==> src/rtl/instr_fetch_ctrl.sv <==
// Fetch sequencer: owns the fetch PC, range/alignment-checks it, buffers words in a small FIFO
// and hands them to decode over valid/ready. Redirects flush the buffer and restart fetch.
//
//   state | meaning
//   RUN   | fetching permitted (subject to fetch_en and FIFO space)
//   HALT  | a fault entry was queued; no fetch until the next redirect
module instr_fetch_ctrl #(
  parameter logic [31:0] INIT_PC    = 32'h0000_3000,
  parameter int          IMEM_WORDS = 1024,
  parameter int          FIFO_DEPTH = 2
) (
  input  logic        clk,
  input  logic        reset_n,
  input  logic        fetch_en,
  input  logic        redirect_valid,
  input  logic [31:0] redirect_pc,
  output logic [31:0] imem_addr,
  input  logic [31:0] imem_instr,
  output logic        if_valid,
  input  logic        if_ready,
  output logic [31:0] if_instr,
  output logic [31:0] if_pc,
  output logic        if_fault,
  output logic [31:0] fetch_cnt
);

  localparam int PW = (FIFO_DEPTH > 1) ? $clog2(FIFO_DEPTH) : 1;
  localparam int CW = $clog2(FIFO_DEPTH + 1);
  localparam logic [32:0] IMEM_END = {1'b0, INIT_PC} + 33'(4 * IMEM_WORDS);

  typedef enum logic {
    RUN  = 1'b0,
    HALT = 1'b1
  } state_t;

  state_t        state_q, state_d;
  logic [31:0]   fpc;
  logic [PW-1:0] rd_ptr, wr_ptr;
  logic [CW-1:0] count;
  logic          not_empty, pop, push, fault;

  logic [31:0]   buf_pc    [FIFO_DEPTH];
  logic [31:0]   buf_instr [FIFO_DEPTH];
  logic          buf_fault [FIFO_DEPTH];

  function automatic logic [PW-1:0] ptr_inc(input logic [PW-1:0] p);
    return (p == PW'(FIFO_DEPTH - 1)) ? '0 : p + PW'(1);
  endfunction

  always_comb begin
    state_d   = state_q;
    not_empty = (count != '0);
    fault     = (fpc < INIT_PC) || ({1'b0, fpc} >= IMEM_END) || (fpc[1:0] != 2'b00);
    pop       = not_empty & if_ready & ~redirect_valid;
    push      = (state_q == RUN) & fetch_en & ~redirect_valid & ((count < CW'(FIFO_DEPTH)) | pop);
    if (redirect_valid) begin
      state_d = RUN;
    end else if (push && fault) begin
      state_d = HALT;
    end
  end

  always_ff @(posedge clk) begin
    if (!reset_n) begin
      state_q   <= RUN;
      fpc       <= INIT_PC;
      rd_ptr    <= '0;
      wr_ptr    <= '0;
      count     <= '0;
      fetch_cnt <= '0;
    end else begin
      state_q <= state_d;
      if (redirect_valid) begin
        fpc    <= redirect_pc;
        rd_ptr <= '0;
        wr_ptr <= '0;
        count  <= '0;
      end else begin
        if (push) begin
          wr_ptr <= ptr_inc(wr_ptr);
          if (!fault) fpc <= fpc + 32'd4;
        end
        if (pop) begin
          rd_ptr    <= ptr_inc(rd_ptr);
          fetch_cnt <= fetch_cnt + 32'd1;
        end
        if (push && !pop) begin
          count <= count + CW'(1);
        end else if (pop && !push) begin
          count <= count - CW'(1);
        end
      end
    end
  end

  // Storage needs no reset: the head is only exposed while count is non-zero.
  always_ff @(posedge clk) begin
    if (push) begin
      buf_pc[wr_ptr]    <= fpc;
      buf_instr[wr_ptr] <= fault ? 32'h0 : imem_instr;
      buf_fault[wr_ptr] <= fault;
    end
  end

  assign imem_addr = fpc;
  assign if_valid  = not_empty & ~redirect_valid;
  assign if_pc     = not_empty ? buf_pc[rd_ptr] : 32'h0;
  assign if_instr  = not_empty ? buf_instr[rd_ptr] : 32'h0;
  assign if_fault  = not_empty & buf_fault[rd_ptr];

endmodule

==> config.mk <==
export PLATFORM = sky130hd
export DESIGN_NAME = instr_fetch_ctrl
export DESIGN_NICKNAME = d
export VERILOG_FILES = /design/src/rtl/instr_fetch_ctrl.sv
export SDC_FILE = /design/constraint.sdc
export NUM_CORES = 1
export LEC_CHECK = 0
export ABC_AREA = 1
export ABC_CLOCK_PERIOD_IN_PS = 11850
export CAP_MARGIN = 25
export CORE_ASPECT_RATIO = 1.5
export CORE_MARGIN = 4
export CORE_UTILIZATION = 55
export DETAILED_ROUTE_END_ITERATION = 8
export PLACE_DENSITY = 0.91
export SLEW_MARGIN = 0
export SYNTH_ARGS = -nofsm -noshare
export SYNTH_HDL_FRONTEND = slang
export SYNTH_SLANG_ARGS = --single-unit
==> constraint.sdc <==
create_clock -name clk -period 11.85 [get_ports clk]
set_clock_uncertainty 0.2 [all_clocks]
set_input_delay 1.185 -clock clk [delete_from_list [all_inputs] [get_ports clk]]
set_output_delay 1.185 -clock clk [all_outputs]
set_load 0.01 [all_outputs]
==> results.ini <==
[outcome]
status = finished clean

[synth]
synth_top_cell_by_area = edfxtp_1
synth_edf_count = 130
ys_seq_area_frac = 0.591
yosysTopAreaCellShare = 0.435
syn-num-nets = 1118
syn_area_um2 = 8980
synth_area_leaders = edfxtp_1 (43%), dfxtp_1 (16%), nand2_1 (14%)
synth_warnings = 0
synthArstFlopShare = 0
syn_avg_cell_area_um2 = 8.60
ys_seq_elements = 200
syn_inst = 1045
synth_most_common_cell = nand2_1
synthFlopType = edfxtp_1
synth_common_cells = nand2_1 (325), nor2_1 (154), edfxtp_1 (130), a21oi_1 (107), inv_1 (91)
yosys.cell_types.count = 33

[timing]
clock.fmax_mhz = 242
hold_ws_ns = 0.299
fin_crit_sh = 0.349
fin_crit_ns = 4.14
rsz0062_at_grt = false
tns_ns = 0
finalMaxSlewViolations = 0
worst_pin_slew_ns = 0.818
hold_violations = 0
setup_viol = 0
slew_headroom = 0.454
fin_ws_ns = 7.71

[clocking]
cts_setup_buffers = 0
ctsResizeCount = 0
clk_latency_ns = 0.43
h-tree-depth = 4
clockBufferDepth = 2
cts_hold_buf = 0
cts_root_buf = clkbuf_16
cts_tree = done
cts_made_buffers = 17
path_clk_slew_ns = 0.07
cts_sinks = 200

[route]
drt_iter0_markers = 746
vias = 8117
ant_nets = 0
drc = 0
drt-pass1-iter-count = 6
wl_um = 25700
via_per_inst = 5.61
wl_per_cell_um = 17.8

[global_routing]
gr-total-overflow = 0
grt_pass1_vias = 7785
grt_max_degree = 67
antenna_found_initial = 0
grt_usage = 0.275
grt_pass1_wl_um = 39800

[pwr]
power.density_nw_per_um2 = 128
ir_worst_vdd_v = 0.0000795
leakage_nw = 4.36
total_power_mw = 1.51

[floorplan]
die_h_um = 165
ios = 199
placementRows = 57
initial_core_util = 0.557
die-area_um2 = 18500
coreArea_um2 = 16100
fp.dieW_um = 112

[worst_hold_path]
hp-start = fetch_cnt[13]
hold_path_class = flop to flop

[setup_path]
crit_path_end_kind = output pin
crit_family = buffers and inverters
worstSetupPathType = flop to output pin
worstPathArrival_ns = 2.75
cpPeakStageDelay_ns = 0.60
startpoint_type = flop
crit_slowest_cell = clkdlybuf4s50_1
path_max_fanout = 66
cp_data_required_time_ns = 10.47
worst-path-buf-inv = 4
timing.rr.start = imem_addr[13]
worstPathCellList = buf_4, inv_2, buf_12, nand2_1, a21oi_1, clkdlybuf4s50_1

[cells_and_area]
drive_above_1_share = 0.0556
antenna_cells = 0
final_util = 0.728
final_cells = 1446
fin_nets = 1301
area_growth_pct = 30.7
postLayoutCellArea_um2 = 11700

[placed_design]
dp_cells = 1414
pre_cts_slack_ns = 7.85
globalplace.congestion = 0.936
dp_hpwl_um = 16900
numPortBuffers = 198
dpl-instance-area_um2 = 11100

[run]
cap_violations = 0

-- power by group --
part           switching, mW  leakage [nW]  internal, mW  total [mW]
logic                 0.0776          2.30        0.0685       0.146
clock network          0.293         0.289         0.286       0.579
registers             0.0178          1.77         0.763       0.781
-- tightest hold or removal path: cells and delay by family, from the launching register on --
kind            cells  cell delay [ns]
buf+inv             1             0.06
flops               1             0.35
compound gates      1             0.05
-- logic make-up after synthesis --
kind of cell / Yosys count / synth area share
compound gates: 133 / 0.0761
xor+xnor: 7 / 0.00683
fa+ha+maj: 4 / 0.00557
buf+inv: 136 / 0.0592
flops: 200 / 0.591
simple gates: 565 / 0.262
-- final timing paths --
kind	to	slack [ns]	depth (start not counted)
max reg2reg	imem_addr[5]	9.14	7
max	if_pc[0]	7.71	6
min	fetch_cnt[13]	0.30	2
min reg2reg	fetch_cnt[13]	0.30	2
-- cell type report --
class                      instances  area [um2]
inverter                          93         349
clock inverter                    14         168
timing repair buffer             207        2060
sequential                       200        5310
tap                              206         258
clock buffer                      17         425
multi-input combinational        709        3170
fill                            1047        4380
-- metal layers --
metal | wire [um] | GRT usage | share of wire | vias up
met2 | 13700 | 0.507 | 0.53 | 459
li1 | - | - | - | 3770
met3 | 1990 | 0.0572 | 0.077 | 79
met5 | 0 | 0 | 0 | -
met4 | 1070 | 0.118 | 0.042 | 0
met1 | 8910 | 0.306 | 0.35 | 3809
-- sequential cells by signal, summed over array words and instances, names as in the netlist, named ones only --
signal,flops
rd_ptr,1
wr_ptr,1
buf_fault,2
buf_pc,64
buf_instr,64
imem_addr,32
fetch_cnt,32
state_q,1
count,2
-- placed cells by master, fill, tap and decap left out, types with 2 or more instances in the layout --
cell type        netlist  final
nor2_2                 6      6
clkinv_8               0      3
nand3_1               48     48
nand2_1              325    325
ha_1                   4      4
inv_12                 0      2
a21oi_1              107    107
xor2_1                 6      6
inv_1                 91     90
inv_6                  0      3
inv_8                  0      3
o211ai_1               3      3
clkbuf_16              0     17
clkdlybuf4s50_1        0    198
nor3_1                 4      4
clkinv_4               0      3
nand3_2                3      3
o21ai_0               17     17
a31oi_1                4      4
nand4_1                6      6
dfxtp_1               70     69
nor2_1               154    151
buf_4                  0      8
edfxtp_1             130    130
nand3b_1               4      4
nor2_4                 4      7
inv_2                  1      2
nor3_2                 2      2
nand2_2                5      5
Note: power is estimated with default switching activity, not from simulation.
